===== config.mk =====
export PLATFORM = sky130hd
export DESIGN_NAME = divider_seq
export DESIGN_NICKNAME = d
export VERILOG_FILES = /design/src/rtl/div_pkg.sv /design/src/rtl/div_step.sv /design/src/rtl/divider_seq.sv
export SDC_FILE = /design/constraint.sdc
export NUM_CORES = 1
export LEC_CHECK = 0
export CAP_MARGIN = 10
export CELL_PAD_IN_SITES_DETAIL_PLACEMENT = 0
export CELL_PAD_IN_SITES_GLOBAL_PLACEMENT = 1
export CORE_MARGIN = 1.5
export CORE_UTILIZATION = 25
export CTS_BUF_LIST = sky130_fd_sc_hd__clkbuf_8
export DETAILED_ROUTE_END_ITERATION = 7
export GPL_TIMING_DRIVEN = 0
export PLACE_DENSITY = 0.62
export SYNTH_ARGS = -nofsm -noshare
export SYNTH_HDL_FRONTEND = slang
export SYNTH_SLANG_ARGS = --single-unit

===== constraint.sdc =====
create_clock -name clk -period 2.1 [get_ports clk]
set_input_delay 0.42 -clock clk [delete_from_list [all_inputs] [get_ports clk]]
set_output_delay 0.42 -clock clk [all_outputs]
set_load 0.02 [all_outputs]

===== src/rtl/div_pkg.sv =====
// div_pkg: shared state type and width constants for divider_seq
package div_pkg;
  typedef enum logic [1:0] {IDLE, RUN, DONE} state_t;
  localparam int DIV_N = 4;
  function automatic int cnt_width(input int n);
    return $clog2(2 * n + 1);
  endfunction
  localparam int DIV_CW = cnt_width(DIV_N);
endpackage


===== src/rtl/div_step.sv =====
// div_step: one combinational restoring-division step (shift in a bit, trial subtract)
module div_step
  import div_pkg::*;
#(
  parameter int N = DIV_N
) (
  input  logic [N:0]   rem,
  input  logic         din,
  input  logic [N-1:0] divisor,
  output logic [N:0]   rem_next,
  output logic         q
);
  logic [N+1:0] sh;
  always_comb begin
    sh = {rem, din};
    q = sh >= {2'b00, divisor};
    rem_next = q ? (N+1)'(sh - {2'b00, divisor}) : sh[N:0];
  end
endmodule


===== src/rtl/divider_seq.sv =====
// divider_seq: sequential restoring divider, one quotient bit per clock; DIVIDER_DBZ_CHECK_EN enables divide-by-zero short-cut and err flag
module divider_seq
  import div_pkg::*;
#(
  parameter int N = DIV_N
) (
  input  logic           clk,
  input  logic           rst,
  input  logic           start,
  input  logic [2*N-1:0] dividend,
  input  logic [N-1:0]   divisor,
  output logic           busy,
  output logic           done,
  output logic [2*N-1:0] quotient,
  output logic [N-1:0]   remainder,
  output logic           err
);
  localparam int CW = (N == DIV_N) ? DIV_CW : cnt_width(N);
  state_t         state;
  logic [CW-1:0]  cnt;
  logic [2*N-1:0] dvd;
  logic [N-1:0]   dvs;
  logic [N:0]     rem, rem_n;
  logic           qb;
  div_step #(.N(N)) u_step (
    .rem      (rem),
    .din      (dvd[2*N-1]),
    .divisor  (dvs),
    .rem_next (rem_n),
    .q        (qb)
  );
  // dvd shifts dividend bits out of the top while quotient bits enter at the bottom
  always_ff @(posedge clk) begin
    if (rst) begin
      state <= IDLE;
      cnt <= '0;
      dvd <= '0;
      dvs <= '0;
      rem <= '0;
      busy <= 1'b0;
      done <= 1'b0;
      quotient <= '0;
      remainder <= '0;
`ifdef DIVIDER_DBZ_CHECK_EN
      err <= 1'b0;
`endif
    end else begin
      done <= 1'b0;
      case (state)
        RUN: begin
          dvd <= {dvd[2*N-2:0], qb};
          rem <= rem_n;
          cnt <= cnt - CW'(1);
          if (cnt == CW'(1)) begin
            state <= DONE;
            busy <= 1'b0;
            done <= 1'b1;
            quotient <= {dvd[2*N-2:0], qb};
            remainder <= rem_n[N-1:0];
`ifdef DIVIDER_DBZ_CHECK_EN
            err <= 1'b0;
`endif
          end
        end
        default: begin
          state <= IDLE;
          if (start) begin
            dvd <= dividend;
            dvs <= divisor;
            rem <= '0;
            cnt <= CW'(2 * N);
`ifdef DIVIDER_DBZ_CHECK_EN
            if (divisor == '0) begin
              state <= DONE;
              done <= 1'b1;
              err <= 1'b1;
              quotient <= '1;
              remainder <= dividend[N-1:0];
            end else begin
              state <= RUN;
              busy <= 1'b1;
            end
`else
            state <= RUN;
            busy <= 1'b1;
`endif
          end
        end
      endcase
    end
  end
`ifndef DIVIDER_DBZ_CHECK_EN
  assign err = 1'b0;
`endif
endmodule


==> results.py, run 1 <==
metrics = {
    "synthesis": {
        "syn-instance-count": 188,
        "syn_avg_cell_area_um2": 9.04,
        "synth-seq-area-share_pct": 43.6,
        "synthXorXnorAreaFrac_pct": 1.03,
        "synth_top_family_by_area": "simple AND/OR/NAND/NOR gates",
        "yosysTopAreaCell": "dfxtp_1",
        "synth_top_area_share_pct": 43.6,
        "synth_area_um2": 1700,
        "yosys_register_bits": 37,
        "synth_mux_area_share_pct": 4.12,
        "yosysUniqueCellTypes": 41,
        "syn_nets": 210,
        "synthSimpleGateAreaFrac_pct": 20.2,
        "yosys_warnings": 0,
        "yosys-top-cells-area": "dfxtp_1 44%, a211oi_1 4.4%, ha_1 4.4%",
        "synth_compound_area_share_pct": 19.5,
        "synthAdderAreaFrac_pct": 5.60,
    },
    "pwr": {
        "finalPower_mw": 1.80,
        "leakage_nw": 0.837,
        "sequentialPowerShare_pct": 43.7,
        "power_switching_mw": 0.529,
        "sw_frac_of_total_pct": 29.4,
        "power_frac_comb_pct": 20.8,
        "vdd_drop_max_uv": 266,
        "power_frac_clock_pct": 35.5,
        "power.density_nw_per_um2": 826,
        "intPower_mw": 1.27,
    },
    "worst_setup_path": {
        "cp.required_ns": 2.28,
        "start_kind": "register",
        "slowest_stage": "fa_1",
        "cp_data_arrival_time_ns": 2.15,
        "crit_family": "adder cells",
        "path_buf_inv": 2,
        "crit_fanout": 7,
        "crit_path_max_incr_delay_ns": 0.40,
        "critPathCaptureType": "register",
        "crit_path_cell_trace": "inv_1 > ha_1 > inv_1 > fa_1 > nand3_1 > and2_1 > nand3_1 > a32o_1",
        "crit_type": "reg2reg",
    },
    "detailed_routing": {
        "initialDrtViolationCount": 108,
        "via_count": 1438,
        "final_antenna_net_count": 0,
        "drc": 3,
        "vias_per_cell": 4.81,
        "avgRoutedWirePerCell_um": 14.1,
        "dr.pass1.iters": 6,
        "routed_wl_mm": 4.21,
    },
    "timing": {
        "fin_skew_ns": 0.00220,
        "fin_ws_ns": 0.137,
        "layout_min_cycle_time_ns": 1.96,
        "finalHoldViolCount": 0,
        "worst-slew-pin-transition_ns": 0.598,
        "fmax_mhz": 510,
        "relSlewSlack_pct": 59.9,
        "rsz0062_at_grt": "no",
        "setup_violations": 0,
        "finalCritPeriodShare_pct": 93.5,
        "final_max_slew_viol_count": 0,
    },
    "floorplan": {
        "initial_core_util_pct": 26.3,
        "die_area_um2": 7300,
        "core_um2": 6460,
        "die_x_um": 85.4,
        "ioPinCount": 30,
        "die_h_um": 85.4,
        "rows": 29,
    },
    "global_routing": {
        "grt_pass1_wl_mm": 7.23,
        "antenna_found_initial": 0,
        "grt_overflow_total": 0,
        "grt_max_degree": 12,
        "grt_pass1_vias": 1391,
        "grt_usage_pct": 12.8,
    },
    "finish": {
        "fin_area_um2": 2180,
        "layout_commonest_cell": "dfxtp_1",
        "antenna_cells": 0,
        "drive_above_1_share_pct": 8.11,
        "fin_nets": 243,
        "syn_to_final_growth_pct": 28.4,
        "final_core_util_pct": 33.8,
        "final_cell_mix": "37 x dfxtp_1, 27 x clkdlybuf4s50_1, 19 x nor2_1, 16 x nand2_1, 14 x a21oi_1",
    },
    "cts": {
        "cts_root_buffer": "clkbuf_8",
        "clock-sinks": 37,
        "cts_setup_buffers": 0,
        "cts_max_level": 2,
        "clock_latency_ns": 0.29,
        "numCtsBuffers": 5,
        "clk_transition_reported_paths_ns": 0.07,
        "clock_path_buffers": 2,
        "cts_tree": "yes",
    },
    "placement": {
        "dpl-instance-area_um2": 2070,
        "gp_congestion": 0.756,
        "io_buffers": 27,
        "place_ws_ns": -0.184,
        "dp_hpwl_mm": 3.03,
    },
    "run_status": {
        "status": "finished, violations left",
        "violations": "design-rule violations",
    },
    "job": {
        "max_cap_violations": 0,
    },
    "min_path": {
        "hold_class": "reg2reg",
    },
}
path summary, 6_finish.rpt:
| check | slack [ns] | to | start | cells past startpoint |
|---|---|---|---|---|
| worst max register to register | 0.14 | rem[0] | dvd[7] | 8 |
| worst max-delay path | 0.14 | rem[0] | dvd[7] | 8 |
| worst min register to register | 0.45 | quotient[0] | quotient[0] | 2 |
| worst min-delay path | 0.45 | quotient[0] | quotient[0] | 2 |
layer usage:
layer / part of all wire (%) / GRT usage, % / vias to the layer above
met5: 0 / 0 / -
met4: 1.8 / 5.28 / 0
met3: 3.8 / 3.11 / 8
met2: 43 / 18.4 / 33
met1: 51 / 18.2 / 663
li1: - / - / 734
per-stage QoR:
step,std cells,setup TNS (ns),hold slack [ns]
5_1_grt,299,0,0.483
3_5_place_dp,292,-1.93,0.442
2_1_floorplan,188,0,0.436
4_1_cts,300,0,0.454
6_report,299,0,0.446
3_3_place_gp,292,-2.08,0.434
what timing repair did:
item / 4_1_cts / 5_1_grt
gates resized for setup: 0 / 1
setup endpoints to repair: 0 / 5
hold buffers: 0 / 0
worst min-delay path, stage by stage, from the launching register on:
cell	delay, ns
dfxtp_1	0.31
nand2_1	0.05
nand2_1	0.04
Yosys cell counts (all sizes together):
cell	number
dfxtp	37
nor2	19
nand2	17
a21oi	14
a211oi	10
inv	9
buf	8
nand3	8
a22o	7
mux2i	7
ha	6
clkbuf	5
nand4	4
nor2b	4
o21ai	4
and2	3
nor3	3
o211ai	3
a31oi	2
nand3b	2
nor4b	2
o31ai	2
or3	2
a311oi	1
a31o	1
a32o	1
a32oi	1
conb	1
fa	1
or2b	1
or3b	1
xnor2	1
xor2	1
layout make-up:
type	instances	area, µm²
clock buffer	6	82.6
buffer	12	60.1
clock inverter	2	33.8
tap	77	96.3
timing repair buffer	27	270
fill	696	4280
sequential	37	741
multi-input combinational	129	863
inverter	9	33.8
logic make-up (layout without fill, tap and decap cells):
logic type / Yosys count / count (layout)
xor gates and xnor gates: 2 / 2
other: 1 / 1
and+or+nand+nor: 66 / 66
DFF: 37 / 37
adders and majority gates: 7 / 7
muxes: 7 / 7
AOI/OAI and AO/OA: 46 / 46
buffers and inverters: 22 / 56
power groups by stage:
| stage | registers [mW] | logic, mW | clock network, mW |
|---|---|---|---|
| after floorplan | 0.799 | 0.258 | 0 |
| after global placement | 0.805 | 0.374 | 0 |
| after detailed placement | 0.804 | 0.372 | 0 |
| after global routing | 0.796 | 0.416 | 0.698 |
| final | 0.788 | 0.374 | 0.641 |
| after CTS | 0.788 | 0.374 | 0.656 |
registers in the layout (all words and copies together), names as in the netlist, 2 cells and up:
signal,flops
cnt,4
state,2
remainder,4
quotient,8
rem,5
dvs,4
dvd,8
(Power assumes the default switching activity.)
==> inputs of run 2 (changes only) <==
CELL_PAD_IN_SITES_DETAIL_PLACEMENT = 1   (was 0)
==> run 2 against run 1 <==
- non-clock buffer count did not move
- critical endpoint is now remainder[0]
- the run still ends with design-rule violations left
- fmax barely moved
- final cell count fell by 0.33%
- critical path depth fell by 3
- first-iteration DRC count fell by 49%
- clock power fell by 5.5%
- critical path type is now in2reg
- sequential share of layout area rose by 0.20 points
- utilization fell by 0.19 points
- setup slack improved by 0.0011 ns
==> results.py, run 2 (synthesized netlist as in run 1, its figures left out) <==
metrics = {
    "detailed_routing": {
        "avgRoutedWirePerCell_um": 15.3,
        "routed_wl_mm": 4.56,
        "final_antenna_net_count": 0,
        "initialDrtViolationCount": 55,
        "vias_per_cell": 4.95,
        "drc": 3,
        "via_count": 1476,
        "dr.pass1.iters": 6,
    },
    "placement": {
        "place_ws_ns": -0.224,
        "dpl-instance-area_um2": 2070,
        "io_buffers": 27,
        "dp.cells": 292,
        "dp_hpwl_mm": 3.29,
        "gp_congestion": 0.756,
    },
    "min_path": {
        "hold_class": "reg2reg",
        "hold_start": "quotient[0]",
        "min_delay_worst_endpoint": "quotient[0]",
        "min_delay_path_depth": 2,
    },
    "timing": {
        "final_max_slew_viol_count": 0,
        "fin_ws_ns": 0.138,
        "setup_violations": 0,
        "setup-tns-final_ns": 0,
        "rsz0062_at_grt": "no",
        "finalCritPeriodShare_pct": 93.4,
        "worst-slew-pin-transition_ns": 0.596,
        "finalHoldViolCount": 0,
        "layout_min_cycle_time_ns": 1.96,
        "fin_skew_ns": 0.00615,
        "fmax_mhz": 510,
        "relSlewSlack_pct": 60.1,
    },
    "worst_setup_path": {
        "critPathCaptureType": "register",
        "crit_fanout": 10,
        "cp.depth": 5,
        "crit_family": "simple AND/OR/NAND/NOR gates",
        "cp.required_ns": 2.34,
        "slowest_stage": "clkdlybuf4s50_1",
        "crit_path_cell_trace": "clkdlybuf4s50_1 > or3b_4 > nor4b_4 > buf_6 > a31o_1",
        "rr_startpoint": "dvd[7]",
        "r2r_end": "rem[0]",
        "path_buf_inv": 2,
        "cp_data_arrival_time_ns": 2.20,
        "start_kind": "input port",
        "r2r_slack_ns": 0.15,
        "crit_path_max_incr_delay_ns": 0.49,
        "crit_type": "in2reg",
        "rr_worst_depth": 8,
    },
    "floorplan": {
        "die_area_um2": 7300,
        "initial_core_util_pct": 26.3,
        "die_h_um": 85.4,
        "rows": 29,
        "ioPinCount": 30,
        "core_um2": 6460,
        "die_x_um": 85.4,
    },
    "finish": {
        "reg_top3": "dvd x8, quotient x8, rem x5",
        "drive_above_1_share_pct": 8.14,
        "instances_no_fill": 298,
        "syn_to_final_growth_pct": 27.6,
        "final_cell_mix": "37 x dfxtp_1, 27 x clkdlybuf4s50_1, 19 x nor2_1, 16 x nand2_1, 14 x a21oi_1",
        "n_fill_cell": 769,
        "fin_nets": 243,
        "antenna_cells": 0,
        "fin_area_um2": 2170,
        "layout_commonest_cell": "dfxtp_1",
    },
    "pwr": {
        "leakage_nw": 0.828,
        "vdd_drop_max_uv": 243,
        "sequentialPowerShare_pct": 44.5,
        "intPower_mw": 1.24,
        "power.density_nw_per_um2": 818,
        "power_frac_clock_pct": 34.2,
        "sw_frac_of_total_pct": 30.3,
        "power_switching_mw": 0.537,
        "power_frac_comb_pct": 21.3,
        "finalPower_mw": 1.77,
    },
    "cts": {
        "numCtsBuffers": 5,
        "clock-sinks": 37,
        "clk_transition_reported_paths_ns": 0.08,
        "clock_latency_ns": 0.29,
        "cts_root_buffer": "clkbuf_8",
        "clock_path_buffers": 2,
        "cts_max_level": 2,
        "cts.hold.buffers_added": 0,
        "cts_resized": 0,
        "cts_tree": "yes",
        "cts_setup_buffers": 0,
    },
    "global_routing": {
        "grt_pass1_wl_mm": 7.81,
        "grt_overflow_total": 0,
        "antenna_found_initial": 0,
        "grt_usage_pct": 13.7,
        "grt_pass1_vias": 1532,
        "grt_max_degree": 12,
    },
    "run_status": {
        "violations": "design-rule violations",
        "status": "finished, violations left",
    },
    "job": {
        "max_cap_violations": 0,
    },
}
[run 2: changes by cell type in the layout (fill, tap and decap cells not counted), sizes merged]
cell,delta
clkbuf,-1
clkinv,+1
inv,-1
[run 2: final cells by class]
cell class / count / area [µm²] / area share (%)
clock inverter: 2 / 35.0 / 1.62
sequential: 37 / 741 / 34.2
clock buffer: 5 / 68.8 / 3.17
timing repair buffer: 27 / 270 / 12.5
tap: 77 / 96.3 / 4.44
multi-input combinational: 129 / 863 / 39.8
inverter: 9 / 33.8 / 1.56
buffer: 12 / 60.1 / 2.77
[run 2: routing by layer]
metal  wire [µm]  share of wire, %  global-route usage [%]  vias up
met5           0                 0                       0        -
met4          57               1.2                    4.40        0
met3         172               3.8                    3.40        6
met2        2120                46                    22.3       30
met1        2220                49                    17.9      711
li1            -                 -                       -      729
[run 2: how the worst max path moves through the flow]
stage	slack [ns]	from	to
after floorplan	0.32	dvd[7]	rem[0]
after global placement	-0.20	rst	remainder[2]
after detailed placement	-0.22	rst	remainder[0]
after CTS	0.05	dvd[7]	rem[0]
after global routing	0.003	dvd[7]	rem[4]
final	0.14	rst	remainder[0]
[run 2: power by group through the flow]
stage / combinational (mW) / sequential (mW) / clock, mW
floorplan: 0.258 / 0.799 / 0
global placement: 0.374 / 0.805 / 0
detailed placement: 0.380 / 0.805 / 0
CTS: 0.382 / 0.789 / 0.631
global route: 0.425 / 0.797 / 0.651
finish: 0.378 / 0.789 / 0.606
[run 2: per-stage QoR]
step	hold slack (ns)	util, %
4_1_cts	0.454	33.6
2_1_floorplan	0.436	-
6_report	0.445	33.6
3_5_place_dp	0.442	32.0
3_3_place_gp	0.434	32.0
5_1_grt	0.494	33.6
[run 2: worst reg2reg max path, cell delays in order (launching register included)]
cell	delay (ns)
dfxtp_1	0.32
inv_1	0.08
ha_1	0.16
inv_1	0.05
fa_1	0.41
nand3_1	0.12
and2_1	0.30
nand3_1	0.15
a32o_1	0.27
==> inputs of run 3 (changes only) <==
CORE_UTILIZATION = 41   (was 25)
PLACE_DENSITY = 0.9   (was 0.62)
==> run 3 against run 2 <==
- the run now ends clean
- total power is 5.8% lower
- clock skew is 0.00076 ns lower
- clock-buffer cell count is 1 higher
- final area is 2.4% lower
==> results.py, run 3 (synthesized netlist as in run 1, its figures left out) <==
metrics = {
    "floorplan": {
        "core_um2": 4000,
        "ioPinCount": 30,
        "initial_core_util_pct": 42.5,
        "die_h_um": 67.4,
        "rows": 23,
        "die_x_um": 67.4,
        "die_area_um2": 4540,
    },
    "global_routing": {
        "grt_max_degree": 11,
        "antenna_found_initial": 0,
        "grt_overflow_total": 0,
        "grt_usage_pct": 23.0,
        "grt_pass1_vias": 1588,
        "grt_pass1_wl_mm": 7.53,
    },
    "detailed_routing": {
        "initialDrtViolationCount": 65,
        "avgRoutedWirePerCell_um": 16.2,
        "final_antenna_net_count": 0,
        "drc": 0,
        "via_count": 1491,
        "dr.pass1.iters": 4,
        "vias_per_cell": 5.50,
        "routed_wl_mm": 4.39,
    },
    "finish": {
        "reg_top3": "dvd x8, quotient x8, rem x5",
        "drive_above_1_share_pct": 7.69,
        "fin_nets": 243,
        "syn_to_final_growth_pct": 24.6,
        "final_cell_mix": "37 x dfxtp_1, 27 x clkdlybuf4s50_1, 19 x nor2_1, 16 x nand2_1, 14 x a21oi_1",
        "antenna_cells": 0,
        "layout_commonest_cell": "dfxtp_1",
    },
    "worst_setup_path": {
        "cp_data_arrival_time_ns": 2.14,
        "crit_path_max_incr_delay_ns": 0.41,
        "start_kind": "register",
        "slowest_stage": "fa_1",
        "crit_family": "adder cells",
        "cp.required_ns": 2.29,
        "r2r_slack_ns": 0.15,
        "crit_type": "reg2reg",
        "path_buf_inv": 2,
        "critPathCaptureType": "register",
        "crit_path_cell_trace": "inv_1 > ha_1 > inv_1 > fa_1 > nand3_1 > and2_1 > nand3_1 > a32o_1",
        "crit_fanout": 7,
    },
    "timing": {
        "relSlewSlack_pct": 60.0,
        "fmax_mhz": 512,
        "worst-slew-pin-transition_ns": 0.598,
        "layout_min_cycle_time_ns": 1.95,
        "setup_violations": 0,
        "final_max_slew_viol_count": 0,
        "fin_skew_ns": 0.00539,
        "finalCritPeriodShare_pct": 93.0,
        "holdWs_ns": 0.451,
        "finalHoldViolCount": 0,
        "rsz0062_at_grt": "no",
    },
    "min_path": {
        "hold_class": "reg2reg",
    },
    "pwr": {
        "finalPower_mw": 1.67,
        "vdd_drop_max_uv": 560,
        "leakage_nw": 0.823,
        "power.density_nw_per_um2": 789,
    },
    "cts": {
        "cts_max_level": 2,
        "cts.hold.buffers_added": 0,
        "clk_transition_reported_paths_ns": 0.07,
        "cts_root_buffer": "clkbuf_8",
        "clock_path_buffers": 2,
        "clock-sinks": 37,
        "cts_tree": "yes",
        "numCtsBuffers": 5,
        "clock_latency_ns": 0.30,
    },
    "placement": {
        "dp_hpwl_mm": 3.25,
        "gp_congestion": 0.839,
        "io_buffers": 27,
    },
    "job": {
        "max_cap_violations": 0,
    },
    "run_status": {
        "status": "finished, final reports clean",
    },
}
run 3: changes by cell type in the layout (fill, tap and decap cells not counted), sizes merged:
cell,previous run,this run
clkbuf,9,10
inv,9,10
bufinv,1,0
clkinv,1,0
run 3: worst paths after layout:
path | end | start | cells after the start
worst max-delay path | rem[0] | dvd[7] | 8
worst min-delay path | quotient[0] | quotient[0] | 2
worst max register to register | rem[0] | dvd[7] | 8
worst min register to register | quotient[0] | quotient[0] | 2
run 3: final cells by class:
class	instances	area [µm²]
plain buffers	12	60.1
clock buffers	6	82.6
fillers	473	1880
inverters	9	33.8
repair buffers	27	270
multi-input cells	129	863
well taps	50	62.6
clock inverters	1	3.75
flip-flops and latches	37	741
run 3: timing repair:
item,in CTS,in global routing
resized for setup,0,1
endpoints found under the setup margin,0,4
buffers inserted,0,0
run 3: report_power, final:
part           internal [mW]  total, mW  leakage [nW]  switching [mW]
Clock                  0.255      0.503        0.0485           0.248
Sequential             0.747      0.791         0.303          0.0434
Combinational          0.145      0.377         0.471           0.233
Total                   1.15       1.67         0.823           0.524
run 3: metal layers:
layer,vias up,share of wire [%],global-route usage (%)
li1,730,-,-
met1,718,44,27.4
met2,33,50,38.5
met3,10,4.3,6.33
met4,0,1.9,10.2
met5,-,0,0
run 3: worst min-delay path, cell delays in order (launching register included):
cell     delay, ns
dfxtp_1       0.31
nand2_1       0.05
nand2_1       0.05
run 3: metrics by stage:
| step | util (%) | TNS (ns) | instance area [µm²] | setup WS, ns | cells |
|---|---|---|---|---|---|
| after floorplan | - | 0 | 1700 | 0.316 | 188 |
| after global placement | 50.8 | -1.14 | 2030 | -0.125 | 265 |
| after detailed placement | 50.8 | -1.57 | 2030 | -0.163 | 265 |
| after CTS | 53.0 | 0 | 2120 | 0.0324 | 272 |
| after global routing | 52.9 | 0 | 2120 | 0.0242 | 271 |
| final | 52.9 | 0 | 2120 | 0.148 | 271 |
